### src/rtl/align_p2s_feeder_pkg.sv
// ============================================================================
// align_p2s_feeder_pkg : shared constants and pacer state decode for the
//                        serializer feeder.
// Revision: 1.0
// ============================================================================
`default_nettype none

package align_p2s_feeder_pkg;

  localparam int SEG_NUM_MIN    = 1;
  localparam int SEG_NUM_MAX    = 16;
  localparam int DATA_WIDTH_DEF = 256;
  localparam int FIFO_DEPTH_DEF = 4;
  localparam int GAP_W          = $clog2(SEG_NUM_MAX);

  typedef enum logic [1:0] {
    PACER_IDLE  = 2'd0,
    PACER_READY = 2'd1,
    PACER_GAP   = 2'd2
  } pacer_state_e;

  // The pacer keeps no explicit state register; this decodes it from gap/level.
  function automatic pacer_state_e pacer_state(input logic [GAP_W-1:0] gap,
                                               input logic level_nz);
    if (gap != '0) return PACER_GAP;
    if (level_nz)  return PACER_READY;
    return PACER_IDLE;
  endfunction

endpackage

`default_nettype wire

### src/rtl/align_p2s_feeder_if.sv
// ============================================================================
// align_p2s_feeder_if : upstream valid/ready word bus plus the downstream
//                       issue pulse towards the serializer.
// Revision: 1.0
// ============================================================================
`default_nettype none

interface align_p2s_feeder_if
  import align_p2s_feeder_pkg::*;
#(
  parameter int DATA_WIDTH = DATA_WIDTH_DEF
);
  logic [DATA_WIDTH-1:0] s_data;
  logic                  s_valid;
  logic                  s_ready;
  logic [DATA_WIDTH-1:0] m_data;
  logic                  m_valid;

  modport master (output s_data, output s_valid, input s_ready,
                  input m_data, input m_valid);
  modport slave  (input s_data, input s_valid, output s_ready,
                  output m_data, output m_valid);
endinterface

`default_nettype wire

### src/rtl/align_sync_fifo.sv
// ============================================================================
// align_sync_fifo : small synchronous FIFO with separately tracked level and
//                   synchronous flush. Storage is not reset.
// Revision: 1.0
// ============================================================================
`default_nettype none

module align_sync_fifo #(
  parameter int DATA_WIDTH = 256,
  parameter int DEPTH      = 4
)(
  input  logic                         clk,
  input  logic                         rstn,
  input  logic                         flush_i,
  input  logic                         push_i,
  input  logic [DATA_WIDTH-1:0]        wdata_i,
  input  logic                         pop_i,
  output logic [DATA_WIDTH-1:0]        rdata_o,
  output logic [$clog2(DEPTH+1)-1:0]   level_o,
  output logic                         full_o
);
  localparam int PTR_W = $clog2(DEPTH);
  localparam int LVL_W = $clog2(DEPTH+1);

  logic [DATA_WIDTH-1:0] mem_q [DEPTH];
  logic [PTR_W-1:0]      wr_ptr_q, wr_ptr_d;
  logic [PTR_W-1:0]      rd_ptr_q, rd_ptr_d;
  logic [LVL_W-1:0]      level_q, level_d;
  logic                  w_push, w_pop;

  assign full_o  = (level_q == LVL_W'(DEPTH));
  assign w_push  = push_i && !full_o && !flush_i;
  assign w_pop   = pop_i && (level_q != '0) && !flush_i;
  assign rdata_o = mem_q[rd_ptr_q];
  assign level_o = level_q;

  always_comb begin
    wr_ptr_d = wr_ptr_q;
    rd_ptr_d = rd_ptr_q;
    level_d  = level_q;
    if (flush_i) begin
      wr_ptr_d = '0;
      rd_ptr_d = '0;
      level_d  = '0;
    end else begin
      // DEPTH is a power of two, so natural pointer overflow is the wrap.
      if (w_push) wr_ptr_d = wr_ptr_q + PTR_W'(1);
      if (w_pop)  rd_ptr_d = rd_ptr_q + PTR_W'(1);
      case ({w_push, w_pop})
        2'b10:   level_d = level_q + LVL_W'(1);
        2'b01:   level_d = level_q - LVL_W'(1);
        default: level_d = level_q;
      endcase
    end
  end

  always_ff @(posedge clk or negedge rstn) begin
    if (!rstn) begin
      wr_ptr_q <= '0;
      rd_ptr_q <= '0;
      level_q  <= '0;
    end else begin
      wr_ptr_q <= wr_ptr_d;
      rd_ptr_q <= rd_ptr_d;
      level_q  <= level_d;
    end
  end

  always_ff @(posedge clk) begin
    if (w_push) mem_q[wr_ptr_q] <= wdata_i;
  end

endmodule

`default_nettype wire

### src/rtl/align_p2s_feeder.sv
// ============================================================================
// align_p2s_feeder : elastic buffer + issue pacer ahead of the wide-to-narrow
//                    serializer; issues one m_valid pulse per SEG_NUM cycles.
// Optional counters: ALIGN_P2S_FEEDER_STATS_EN (issue_cnt_o / stall_cnt_o).
// Revision: 1.0
// ============================================================================
`default_nettype none

module align_p2s_feeder
  import align_p2s_feeder_pkg::*;
#(
  parameter int DATA_WIDTH = DATA_WIDTH_DEF,
  parameter int SEG_NUM    = 4,
  parameter int FIFO_DEPTH = FIFO_DEPTH_DEF
)(
  input  logic                              clk,
  input  logic                              rstn,
  input  logic                              flush_i,
  align_p2s_feeder_if.slave                 bus,
  output logic [$clog2(FIFO_DEPTH+1)-1:0]   level_o,
  output logic                              busy_o
`ifdef ALIGN_P2S_FEEDER_STATS_EN
  ,
  output logic [31:0]                       issue_cnt_o,
  output logic [31:0]                       stall_cnt_o
`endif
);
  localparam int                 LVL_W      = $clog2(FIFO_DEPTH+1);
  localparam logic [GAP_W-1:0]   GAP_RELOAD = GAP_W'(SEG_NUM - 1);

  logic [DATA_WIDTH-1:0] w_head;
  logic [LVL_W-1:0]      w_level;
  logic                  w_full;
  logic                  w_pop;
  pacer_state_e          w_state;

  logic                  m_valid_q, m_valid_d;
  logic [DATA_WIDTH-1:0] m_data_q,  m_data_d;
  logic [GAP_W-1:0]      gap_q,     gap_d;

  align_sync_fifo #(
    .DATA_WIDTH (DATA_WIDTH),
    .DEPTH      (FIFO_DEPTH)
  ) u_fifo (
    .clk     (clk),
    .rstn    (rstn),
    .flush_i (flush_i),
    .push_i  (bus.s_valid),
    .wdata_i (bus.s_data),
    .pop_i   (w_pop),
    .rdata_o (w_head),
    .level_o (w_level),
    .full_o  (w_full)
  );

  assign w_state = pacer_state(gap_q, w_level != '0);
  assign w_pop   = (w_state == PACER_READY) && !flush_i;

  always_comb begin
    m_valid_d = 1'b0;
    m_data_d  = m_data_q;
    gap_d     = gap_q;
    if (flush_i) begin
      gap_d = '0;
    end else if (w_pop) begin
      m_valid_d = 1'b1;
      m_data_d  = w_head;
      gap_d     = GAP_RELOAD;
    end else if (gap_q != '0) begin
      gap_d = gap_q - GAP_W'(1);
    end
  end

  always_ff @(posedge clk or negedge rstn) begin
    if (!rstn) begin
      m_valid_q <= 1'b0;
      m_data_q  <= '0;
      gap_q     <= '0;
    end else begin
      m_valid_q <= m_valid_d;
      m_data_q  <= m_data_d;
      gap_q     <= gap_d;
    end
  end

  // Ready is purely level based; a same-cycle pop does not free a slot early.
  assign bus.s_ready = !w_full;
  assign bus.m_valid = m_valid_q;
  assign bus.m_data  = m_data_q;
  assign level_o     = w_level;
  assign busy_o      = (w_level != '0) || (gap_q != '0);

`ifdef ALIGN_P2S_FEEDER_STATS_EN
  logic [31:0] issue_cnt_q;
  logic [31:0] stall_cnt_q;

  always_ff @(posedge clk or negedge rstn) begin
    if (!rstn) begin
      issue_cnt_q <= '0;
      stall_cnt_q <= '0;
    end else if (flush_i) begin
      issue_cnt_q <= '0;
      stall_cnt_q <= '0;
    end else begin
      if (m_valid_q && (issue_cnt_q != '1))
        issue_cnt_q <= issue_cnt_q + 32'd1;
      if (bus.s_valid && !bus.s_ready && (stall_cnt_q != '1))
        stall_cnt_q <= stall_cnt_q + 32'd1;
    end
  end

  assign issue_cnt_o = issue_cnt_q;
  assign stall_cnt_o = stall_cnt_q;
`endif

endmodule

`default_nettype wire

### src/flat_wrapper.sv
// flat-port wrapper written by rule: the top's interface ports become plain ports
module align_p2s_feeder_flat import align_p2s_feeder_pkg::*;
#(
  parameter int DATA_WIDTH = DATA_WIDTH_DEF,
  parameter int SEG_NUM    = 4,
  parameter int FIFO_DEPTH = FIFO_DEPTH_DEF
)
  (clk, rstn, flush_i, level_o, busy_o, bus_s_data, bus_s_valid, bus_s_ready, bus_m_data, bus_m_valid);
  align_p2s_feeder_if #(.DATA_WIDTH(DATA_WIDTH)) bus_i ();
  input  logic clk;
  input  logic rstn;
  input  logic flush_i;
  output logic [$clog2(FIFO_DEPTH+1)-1:0] level_o;
  output logic busy_o;
  input wire logic [$bits(bus_i.s_data)-1:0] bus_s_data;
  input wire logic [$bits(bus_i.s_valid)-1:0] bus_s_valid;
  output wire logic [$bits(bus_i.s_ready)-1:0] bus_s_ready;
  output wire logic [$bits(bus_i.m_data)-1:0] bus_m_data;
  output wire logic [$bits(bus_i.m_valid)-1:0] bus_m_valid;
  assign bus_i.s_data = bus_s_data;
  assign bus_i.s_valid = bus_s_valid;
  assign bus_s_ready = bus_i.s_ready;
  assign bus_m_data = bus_i.m_data;
  assign bus_m_valid = bus_i.m_valid;
  align_p2s_feeder #(.DATA_WIDTH(DATA_WIDTH), .SEG_NUM(SEG_NUM), .FIFO_DEPTH(FIFO_DEPTH)) u_core (.clk(clk), .rstn(rstn), .flush_i(flush_i), .bus(bus_i), .level_o(level_o), .busy_o(busy_o));
endmodule
### config.mk
export PLATFORM = sky130hd
export DESIGN_NAME = align_p2s_feeder_flat
export DESIGN_NICKNAME = d
export VERILOG_FILES = /design/src/rtl/align_p2s_feeder_pkg.sv /design/src/rtl/align_p2s_feeder_if.sv /design/src/rtl/align_sync_fifo.sv /design/src/rtl/align_p2s_feeder.sv /design/src/flat_wrapper.sv
export SDC_FILE = /design/constraint.sdc
export NUM_CORES = 1
export LEC_CHECK = 0
export CAP_MARGIN = 20
export CORE_MARGIN = 3
export CORE_UTILIZATION = 24
export DETAILED_ROUTE_END_ITERATION = 8
export PLACE_DENSITY = 0.42
export SLEW_MARGIN = 20
export SYNTH_ARGS = -nofsm -noshare
export SYNTH_HDL_FRONTEND = slang
export SYNTH_SLANG_ARGS = --single-unit
export TNS_END_PERCENT = 100
### constraint.sdc
create_clock -name clk -period 8.1 [get_ports clk]
set_input_delay 2.025 -clock clk [delete_from_list [all_inputs] [get_ports clk]]
set_output_delay 2.025 -clock clk [all_outputs]
set_load 0.01 [all_outputs]
======== After elaboration in Yosys (flattened, before gate mapping) ========
Memory sizes are Yosys's and may differ from the RTL's. A register that Yosys moved wholly into a read port is not among the register bits.
Index checks and enable logic that the tools add are counted.
cells by class
  bitwise logic cells ..................... 1
  add/subtract/negate cells ............... 5
  mux-type cells .......................... 20
  equality and inequality tests ........... 4
  reduce and logical (&&, ||, !) cells .... 16
operator list
  kind                                                                 count
  2-bit two-way mux                                                    8
  4-bit two-way mux                                                    3
  3-bit nonzero test                                                   3
  1-bit two-way mux                                                    7
  3-bit one-hot mux with 2 select lines                                1
  1-bit logical AND                                                    5
  2-bit by 1-bit adder with 2-bit output (second input constant)       2
  2-bit by 1-bit == test with 1-bit output (second input constant)     2
  2-bit nonzero test                                                   2
  4-bit nonzero test                                                   1
  4-bit by 1-bit subtractor with 4-bit output (second input constant)  1
  3-bit by 1-bit adder with 3-bit output (second input constant)       1
  3-bit == test (second input constant)                                1
  1-bit logical NOT                                                    3
  3-bit two-way mux                                                    1
  3-bit by 1-bit subtractor with 3-bit output (second input constant)  1
  2-bit == test (second input constant)                                1
  2-bit AND reduction                                                  1
  1-bit logical OR                                                     1
  1-bit inverter                                                       1
storage, ports and cells
  input bits .............................. 260
  register bits ........................... 12
  memory bits (writable) .................. 1024
  logic and storage cells ................. 52
  memories kept ........................... 1
memory list
  memory               depth  bits a word  rd ports  clocked after Yosys merged registers in  write ports  RTL line               source
  u_core.u_fifo.mem_q  4      256          1         1                                        1            align_sync_fifo.sv:25  logic [DATA_WIDTH-1:0] mem_q [DEPTH];

======== Logic depth before layout (Yosys ltp) ========
Gate-level depths: netlist (run 1).
  word-level depth ........................ 12
  gate-level depth with buffers ........... 11
  depth with buffers taken out ............ 10

======== By module ========
A second synthesis (run 1) with hierarchy kept.
unflattened totals
  cells, all modules ...................... 1967
  area, all modules ....................... 47777.1 µm²
by module, submodules not included
  module            area each (µm²)  seq. area each (µm²)  times used  cells an instance
  align_sync_fifo   37930.1          30924.7               1           1402
  align_p2s_feeder  9846.9           6531.3                1           565

======== Worst setup path before layout (run 1) ========
OpenSTA, ideal clock, no wires.
  path kind ............................... in2reg
  from .................................... input port bus_s_valid
  to ...................................... memory u_core.u_fifo.mem_q[0][0], enable pin
  data arrival time ....................... 8075 ps
  data required time ...................... 7449 ps
  setup time .............................. 651 ps
  setup slack ............................. -625 ps
  stages on the path ...................... 3
  cell sequence ........................... nand2_4 -> nor2_1 -> and2_1
between the ends
  cells in the longest elaborated chain, start to end .. 4
ends and longest elaborated chain
  element                                  RTL line               source
  from (decl)                              flat_wrapper.sv:16     input wire logic [$bits(bus_i.s_valid)-1:0] bus_s_valid;
  1-bit logical AND (2 in series)          align_sync_fifo.sv:32  assign w_push = push_i && !full_o && !flush_i;
  1-bit two-way mux                        align_sync_fifo.sv:70  if (w_push) mem_q[wr_ptr_q] <= wdata_i;
  1-bit two-way mux (implied by the code)  align_sync_fifo.sv:70
  to (decl)                                align_sync_fifo.sv:25
No other way between the ends.

======== Worst setup path in the final report (run 1) ========
  from .................................... register u_core.gap_q[0]
  to ...................................... output port busy_o
between the ends
  cells in the longest elaborated chain, start to end .. 2
ends and longest elaborated chain
  element                 RTL line                source
  from (decl)             align_p2s_feeder.sv:39  logic [GAP_W-1:0] gap_q, gap_d;
  from (signal assigned)  align_p2s_feeder.sv:82  gap_q <= gap_d;
  4-bit nonzero test      align_p2s_feeder.sv:91  assign busy_o = (w_level != '0) || (gap_q != '0);
  1-bit logical OR        align_p2s_feeder.sv:91
  to (decl)               flat_wrapper.sv:14      output logic busy_o;
No other way between the ends.

==> summary.txt, run 1 <==
Route
  – Routed WL: roughly 120 mm
  – DR vias/cell: 4.04
  – DRC: 0
  – Routed Antenna Nets: 0
  – DRT iter0 DRCs: roughly 1300
  – Routed vias: 21524
  – Initial DRT Pass Iterations: 4
  – Avg WL per Cell: 22.7 um

Timing
  – Final setup vio count: 0
  – Final min period: 4.85 ns
  – RSZ-0062 raised after global routing: false
  – Max Freq: 0.206 GHz
  – Hold Violations, Final: 0
  – Worst-margin pin slew: 1.06 ns
  – Total negative slack: 0 ns
  – Worst Skew: between 0.03 and 0.04 ns
  – Slew Limit Fails: 0
  – Slew margin rel.: slightly below 30%
  – Period utilization: 59.8%
  – Final setup margin: approximately 3.3 ns

Finish
  – Area of the multi-input gates: ~9800 sq um
  – Post-Route Utilization: 30.9%
  – Fill cells: 18990
  – Proportion of layout cells with a drive suffix above 1: 29.0%
  – Seq. cell area: between 30000 and 40000 sq um
  – Post-layout net count: 2826
  – Final Cell Area: 61100 sq um
  – Syn-to-layout area delta: 27.6%

Critical path
  – Worst Setup End Kind: output port
  – Slowest CP cell: or3b_2
  – Max FO, Critical Path: 5
  – Critical Path Start Type: register
  – Worst Path Class, Setup: reg2out
  – Critical path's top delay family: simple AND/OR/NAND/NOR gates
  – CP arrival: around 2.8 ns
  – CP Cell Sequence: inv_1 -> ha_1 -> or3b_2 -> or2_2 -> clkdlybuf4s50_1
  – Critical Path Max Stage Delay: 0.51 ns
  – Req. time, crit path: ~6.1 ns
  – WP buf/inv: 2

Global routing
  – Grt total ovfl: 0
  – Global-route wire length before repair: 175 mm
  – Total track usage: between 10% and 20%
  – Largest net degree at the start of global routing: 111
  – Antenna violations before repair: 33
  – Vias in the first global route: 23771

Placement
  – Placer Congestion: approximately 0.7
  – Buffers on Ports: 521
  – Cell Area, Placed: roughly 56000 sq um
  – DPL Wire Length: 72.9 mm
  – Pre-CTS WS: just under 3 ns

Synth
  – #FFs+latches synth: ~1300
  – Net Count, Synth: 2216
  – Number of synthesis warnings: 0
  – Post-synth cell types: 38
  – Sequential area share after synthesis: 78.2%
  – Cells after Synth: 1950
  – Mean Syn Cell Area: 24.6 sq um
  – Mapped cell area: 47900 sq um

Floorplan
  – Row count: 163
  – I/O pin cnt: 522
  – Die X: 453 um
  – Initial Utilization: 24.2%
  – Die area: 205000 sq um
  – Die Ht: roughly 450 um
  – Core area: about 200000 sq um

CTS
  – Clock tree buffer depth: 3
  – Total CTS buffers: 147
  – Post-cts resize count: 0
  – CTS Root Cell: clkbuf_16
  – Clock-pin slew on the worst setup and hold paths: 0.06 ns
  – Postcts setup bufs: 0
  – CTS tree: done
  – Skew-Pair Late Insertion Delay: between 0.7 and 0.8 ns
  – Hold_buf cts: 0
  – CTS H-Tree Depth: 4
  – CTS Sinks: 1292

Power and ir drop
  – Leakage: between 20 and 25 nW
  – Power after layout: slightly above 20 mW
  – Peak supply drop: 0.179 mV
  – Pwr/cell area: 330 nW/um^2

Min path
  – Hold crit path type: reg2reg

Job
  – Max-cap violation count: 0

Status
  – Status: completed
[routing by layer]
metal,part of all wire (%),up-vias,track usage (%)
met5,0.054,-,0
met4,3.6,10,4.87
met3,4.5,242,2.77
met2,52,501,20.4
met1,40,11471,13.9
li1,-,9300,-
[through the flow]
| step | cells | hold WS [ns] |
|---|---|---|
| 2_1_floorplan | 1950 | 0.525 |
| 3_3_place_gp | 5051 | 0.494 |
| 3_5_place_dp | 5051 | 0.494 |
| 4_1_cts | 5320 | 0.514 |
| 5_1_grt | 5324 | 0.522 |
| 6_report | 5328 | 0.509 |
[final timing paths]
check	startpoint	to	slack, ns	cells past startpoint
worst max register to register	u_core.u_fifo.rd_ptr_q[0]	u_core.bus.m_data[19]	4.89	4
worst min register to register	u_core.bus.m_data[106]	u_core.bus.m_data[106]	0.51	1
worst max-delay path	u_core.gap_q[0]	busy_o	3.25	5
min in group asynchronous	rstn	u_core.bus.m_data[228]	1.24	1
max in group asynchronous	rstn	u_core.bus.m_data[94]	5.57	2
worst min-delay path	u_core.bus.m_data[106]	u_core.bus.m_data[106]	0.51	1
[synthesized netlist by cell type (all sizes together)]
library cell	n	share of area, %
a311oi	1	0.018
a2111oi	1	0.018
or2	1	0.013
mux4	256	12
nor4b	1	0.018
mux2	257	7.6
xnor2	3	0.055
and2	5	0.065
o21a	1	0.016
nor3b	1	0.026
or3	2	0.037
a21oi	3	0.031
o21ai	1	0.010
nor3	1	0.010
dfrtp	268	14
nand3b	1	0.016
fa	1	0.042
nand3	3	0.031
xor2	2	0.037
inv	4	0.031
a211oi	1	0.016
nand2	3	0.055
ha	5	0.13
mux2i	1	0.021
nor2b	1	0.013
or3b	2	0.037
edfxtp	1024	64
nor2	10	0.11
buf	61	1.1
nand2b	3	0.039
clkbuf	26	0.20
[layout by cell type (no fill, tap or decap), drive strengths merged]
cell type and count:
a311oi 1, xnor2 3, or2 1, mux2 257, a21oi 3, clkinv 44, nand2b 3, nor4b 1
nor3 1, nor2b 1, and2 5, clkinvlp 7, o21ai 1, inv 11, nand3b 1, o21a 1
diode 8, nor2 10, xor2 2, buf 28, nand2 3, dfrtp 268, clkdlybuf4s50 520, or3 2
nor3b 1, edfxtp 1024, a211oi 1, ha 5, fa 1, nand3 3, clkbuf 199, or3b 2
mux2i 1, mux4 256, bufinv 12, a2111oi 1
[cells by family after synthesis]
| group | after synthesis | synth area share [%] |
|---|---|---|
| xor+xnor | 5 | 0.0914 |
| fa+ha+maj | 6 | 0.172 |
| flops | 1292 | 78.2 |
| mux | 514 | 19.7 |
| compound gates | 8 | 0.110 |
| simple gates | 34 | 0.473 |
| buf+inv | 91 | 1.31 |
[final cells by class]
cell class,count,share of cell area (%)
Tap cell,2640,5.40
Sequential cell,1292,61.3
Clock buffer,199,6.73
Timing Repair Buffer,548,9.18
Antenna cell,8,0.0327
Clock inverter,70,1.26
Inverter,4,0.0246
Multi-Input combinational cell,567,16.1
[power breakdown]
| part | switching [mW] | leakage [nW] | total (mW) | internal, mW |
|---|---|---|---|---|
| logic | 1.95 | 5.34 | 4.79 | 2.84 |
| clock network | 2.68 | 2.38 | 6.64 | 3.96 |
| registers | 0.588 | 12.5 | 8.76 | 8.17 |
[registers in the layout, indices dropped and copies added (netlist names)]
name                    flops
u_core.u_fifo.wr_ptr_q      2
u_core.bus.m_valid          1
u_core.bus.m_data         256
u_core.u_fifo.rd_ptr_q      2
u_core.gap_q                4
u_core.u_fifo.mem_q      1024
u_core.u_fifo.level_o       3
Power figures use the tool's default switching activity.
==> run 2: changes to the inputs <==
==> constraint.sdc (replaced) <==
create_clock -name clk -period 4.8 [get_ports clk]
set_input_delay 1.2 -clock clk [delete_from_list [all_inputs] [get_ports clk]]
set_output_delay 1.2 -clock clk [all_outputs]
set_load 0.01 [all_outputs]
==> summary.txt, run 2 (synthesis results as in run 1) <==
Critical path
  – Worst Path Class, Setup: reg2out
  – WP depth: 5
  – Critical Path Max Stage Delay: around 0.50 ns
  – Worst r2r src: u_core.gap_q[0]
  – Critical path's top delay family: simple AND/OR/NAND/NOR gates
  – Slowest CP cell: or3b_2
  – Critical Path Start Type: register
  – R2R Path End: u_core.bus.m_data[211]
  – Worst R2R Setup Slack: 1.81 ns
  – Worst Setup End Kind: output port
  – Req. time, crit path: roughly 3.6 ns
  – Max FO, Critical Path: 5
  – Reg2Reg Depth: 8
  – CP Cell Sequence: inv_1 -> ha_1 -> or3b_2 -> or2_2 -> clkdlybuf4s50_1
  – CP arrival: 2.84 ns
  – WP buf/inv: 2

Timing
  – Worst-margin pin slew: 1.05 ns
  – Period utilization: 84.1%
  – Hold Slack: 0.510 ns
  – Final min period: 4.04 ns
  – Max Freq: 0.248 GHz
  – Slew margin rel.: between 30% and 40%
  – Hold Violations, Final: 0
  – RSZ-0062 raised after global routing: false
  – Slew Limit Fails: 0
  – Total negative slack: 0 ns
  – Final setup vio count: 0
  – Worst Skew: 0.0324 ns

Placement
  – Buffers on Ports: 521
  – DPL Wire Length: 81.5 mm
  – DP Cell Count: 5111
  – Placer Congestion: around 0.74

Route
  – Initial DRT Pass Iterations: 4
  – Routed WL: 124 mm
  – Routed Antenna Nets: 0
  – DRC: 0
  – DRT iter0 DRCs: 1244
  – Avg WL per Cell: between 20 and 25 um
  – Routed vias: around 22000
  – DR vias/cell: ~4.0

CTS
  – Clock tree buffer depth: 3
  – Hold_buf cts: 0
  – CTS Sinks: 1292
  – Total CTS buffers: 148
  – Post-cts resize count: 0
  – CTS tree: done
  – Skew-Pair Late Insertion Delay: 0.78 ns
  – Clock-pin slew on the worst setup and hold paths: 0.06 ns
  – Postcts setup bufs: 0
  – CTS H-Tree Depth: 4
  – CTS Root Cell: clkbuf_16

Min path
  – Hold crit path type: reg2reg
  – Hold Path Depth: 1
  – Hold_sp: u_core.bus.m_data[110]
  – Hold endpoint: u_core.bus.m_data[110]

Finish
  – Post-Route Utilization: 31.4%
  – Most frequent cells in the layout: edfxtp_1, clkdlybuf4s50_1, dfrtp_1
  – Post-layout net count: 2887
  – Largest Register: u_core.u_fifo.mem_q
  – Commonest non-fill, non-tap cell in the layout: edfxtp_1
  – Cell Count, Final, Fillers Out: between 5000 and 6000
  – Syn-to-layout area delta: 29.5%
  – Max FFs per register: between 1000 and 1500
  – Proportion of layout cells with a drive suffix above 1: between 30% and 40%

Power and ir drop
  – Peak supply drop: 0.340 mV
  – Switching Fraction: 25.8%
  – Sequential Power Share: 43.1%
  – Leakage: 20.7 nW
  – Combinational fraction of design power: 23.2%
  – Clk network pwr share: between 30 and 40%
  – P_int: 25.7 mW
  – Pwr/cell area: 559 nW/um^2
  – Switching pwr: ~8.9 mW

Floorplan
  – I/O pin cnt: 522
  – Die X: 453 um
  – Die Ht: 453 um
  – Row count: 163
  – Core area: 198000 sq um
  – Initial Utilization: between 20% and 30%
  – Die area: 205000 sq um

Job
  – Max-cap violation count: 0

Global routing
  – Total track usage: between 10% and 20%
  – Vias in the first global route: about 25000
  – Grt total ovfl: 0
  – Global-route wire length before repair: between 150 and 200 mm
  – Largest net degree at the start of global routing: 84
  – Antenna violations before repair: 25

Status
  – Status: completed
[run 2: cell types whose count changed in the layout (fill, tap and decap cells not counted), moves of 3 or more]
| cell | before | now |
|---|---|---|
| buf_12 | 15 | 32 |
| buf_4 | 12 | 55 |
| bufinv_16 | 12 | 18 |
| clkbuf_1 | 31 | 27 |
| clkbuf_16 | 150 | 155 |
| clkbuf_8 | 18 | 11 |
| clkinv_2 | 21 | 24 |
[run 2: worst max-delay path by stage]
stage	start	to	slack, ns
after floorplan	bus_s_valid	u_core.u_fifo.mem_q[0][0]	-0.20
after global placement	flush_i	u_core.u_fifo.mem_q[1][112]	1.05
after detailed placement	flush_i	u_core.u_fifo.mem_q[1][114]	1.08
after CTS	u_core.gap_q[0]	busy_o	0.68
after global routing	u_core.gap_q[0]	busy_o	0.62
final	u_core.gap_q[0]	busy_o	0.76
[run 2: final cells by class]
type	instances	area [sq um]
clock buffers	193	4130
clock inverters	83	975
inverters	4	15.0
well taps	2640	3300
fillers	18999	136000
repair buffers	608	6270
diodes	9	22.5
multi-input cells	567	9840
flip-flops and latches	1292	37500
[run 2: worst reg2reg max path, cell delays in order (launching register included)]
cell and delay (ns):
dfrtp_1 0.41, inv_1 0.08, ha_1 0.22, nor3b_2 0.29
nand2_4 0.14, nor2_8 0.18, buf_12 0.36, buf_4 0.79
mux2_2 0.39
[run 2: power by group through the flow]
stage	registers (mW)	logic (mW)	clock network (mW)
after floorplan	15.2	3.96	0
after global placement	15.2	8.17	0
after detailed placement	15.2	8.23	0
after CTS	15.0	8.27	12.1
after global routing	15.1	8.56	12.6
final	14.9	8.04	11.7
[run 2: routing by layer]
layer  vias to the layer above  part of all wire (%)  track usage [%]
met5                         -                     0                0
met4                         0                   2.9             4.08
met3                       210                   4.3             2.83
met2                       502                    54             22.0
met1                     11642                    39             13.9
li1                       9429                     -                -
[run 2: through the flow]
step           setup WS [ns]  power, mW  area (sq um)
3_3_place_gp            1.05       23.3         56900
6_report               0.761       34.7         62000
3_5_place_dp            1.08       23.4         56900
4_1_cts                0.679       35.4         62000
2_1_floorplan         -0.199       19.2         47900
5_1_grt                0.618       36.3         62000
==> run 3: changes to the inputs <==
==> constraint.sdc (replaced) <==
create_clock -name clk -period 4.1 [get_ports clk]
set_input_delay 1.025 -clock clk [delete_from_list [all_inputs] [get_ports clk]]
set_output_delay 1.025 -clock clk [all_outputs]
set_load 0.01 [all_outputs]
==> summary.txt, run 3 (synthesis results as in run 1) <==
Finish
  – Syn-to-layout area delta: 29.2%
  – Max FFs per register: 1024
  – Most frequent cells in the layout: edfxtp_1, clkdlybuf4s50_1, dfrtp_1
  – Final Cell Area: 61900 sq um
  – Post-layout net count: roughly 2900
  – Commonest non-fill, non-tap cell in the layout: edfxtp_1
  – Largest Register: u_core.u_fifo.mem_q
  – Cell Count, Final, Fillers Out: 5413
  – Proportion of layout cells with a drive suffix above 1: between 30% and 40%
  – Post-Route Utilization: a little under a third

Critical path
  – Slowest CP cell: or3b_2
  – Req. time, crit path: 3.07 ns
  – Critical Path Max Stage Delay: 0.51 ns
  – Worst Path Class, Setup: reg2out
  – Max FO, Critical Path: 5
  – Worst Setup End Kind: output port
  – CP arrival: 2.85 ns
  – Critical Path Start Type: register
  – CP Cell Sequence: inv_1 -> ha_1 -> or3b_2 -> or2_2 -> clkdlybuf4s50_1

Floorplan
  – Die area: 205000 sq um
  – Initial Utilization: 24.2%
  – Die Ht: 453 um
  – Core area: 198000 sq um
  – Row count: approximately 160
  – I/O pin cnt: 522
  – Die X: 453 um

CTS
  – CTS Sinks: 1292
  – Skew-Pair Late Insertion Delay: 0.77 ns
  – CTS Root Cell: clkbuf_16
  – CTS H-Tree Depth: 4
  – Post-cts resize count: 0
  – CTS tree: done
  – Postcts setup bufs: 0
  – Clock tree buffer depth: 3
  – Hold_buf cts: 0
  – Total CTS buffers: 149
  – Clock-pin slew on the worst setup and hold paths: 0.06 ns

Placement
  – Pre-CTS WS: 0.705 ns
  – DP Cell Count: 5128
  – Buffers on Ports: between 500 and 600
  – Placer Congestion: 0.722
  – DPL Wire Length: 81.3 mm
  – Cell Area, Placed: 57100 sq um

Status
  – Status: completed

Power and ir drop
  – Peak supply drop: 0.356 mV
  – Power after layout: 39.9 mW
  – Pwr/cell area: about 640 nW/um^2
  – Leakage: 20.7 nW

Job
  – Max-cap violation count: 0

Route
  – Routed WL: 123 mm
  – Routed vias: roughly 22000
  – DRT iter0 DRCs: 1227
  – DR vias/cell: 4.05
  – Routed Antenna Nets: 0
  – Avg WL per Cell: about 23 um
  – Initial DRT Pass Iterations: 5
  – DRC: 0

Timing
  – Slew margin rel.: about a third
  – Final setup margin: 0.225 ns
  – Final setup vio count: 0
  – Slew Limit Fails: 0
  – Period utilization: a little over nine tenths
  – Worst Skew: 0.0330 ns
  – Hold Violations, Final: 0
  – Max Freq: 0.258 GHz
  – Final min period: slightly below 4 ns
  – RSZ-0062 raised after global routing: false
  – Worst-margin pin slew: just over 1 ns

Global routing
  – Grt total ovfl: 0
  – Antenna violations before repair: 27
  – Vias in the first global route: 24381
  – Global-route wire length before repair: around 180 mm
  – Total track usage: 11.9%
  – Largest net degree at the start of global routing: 93

Min path
  – Hold crit path type: in2async
[run 3: changes by cell type in the layout (fill, tap and decap cells not counted), sizes merged]
cell      before  now
bufinv        18    7
buf           88  105
clkinv        51   46
clkinvlp       8    3
clkbuf       193  216
inv           10    9
diode          9    8
[run 3: per-layer routing]
layer  track usage (%)  share of wire [%]  vias to the layer above
met5                 0              0.019                        -
met4              4.20                2.9                        4
met3              2.58                4.1                      217
met2              21.9                 55                      521
met1              13.6                 38                    11733
li1                  -                  -                     9446
[run 3: final cells by class]
type | instances | area [sq um]
Antenna cell | 8 | 20.0
Multi-Input combinational cell | 567 | 9840
Inverter | 4 | 15.0
Sequential cell | 1292 | 37500
Clock buffer | 216 | 4300
Clock inverter | 61 | 546
Timing Repair Buffer | 625 | 6430
Fill cell | 18998 | 136000
Tap cell | 2640 | 3300
[run 3: worst paths after layout]
kind	end	depth (start not counted)	slack, ns	startpoint
min in group clk	u_core.bus.m_data[172]	1	0.51	u_core.bus.m_data[172]
min	u_core.bus.m_data[241]	1	0.33	rstn
max	busy_o	5	0.22	u_core.gap_q[0]
max reg2reg	u_core.bus.m_data[73]	8	1.17	u_core.gap_q[0]
max in group asynchronous	u_core.bus.m_data[203]	2	2.80	rstn
min reg2reg	u_core.bus.m_data[172]	1	0.51	u_core.bus.m_data[172]
[run 3: power by group]
part           internal [mW]  leakage, nW  switching (mW)
clock                   7.74         2.37            5.19
combinational           5.74         5.81            3.78
sequential              16.1         12.5            1.28
total                   29.6         20.7            10.3
[run 3: worst max-delay path: cells and delay by family (launching register included)]
family | cells | cell delay, ns
adder cells (fa/ha/maj) | 1 | 0.22
flip-flops | 1 | 0.40
buffers and inverters | 2 | 0.58
AND/OR/NAND/NOR | 2 | 0.88
[run 3: through the flow]
step / hold slack (ns) / TNS (ns)
detailed placement: 0.491 / 0
global placement: 0.495 / 0
CTS: 0.273 / 0
floorplan: 0.525 / -741.42
finish: 0.329 / 0
global route: 0.313 / 0
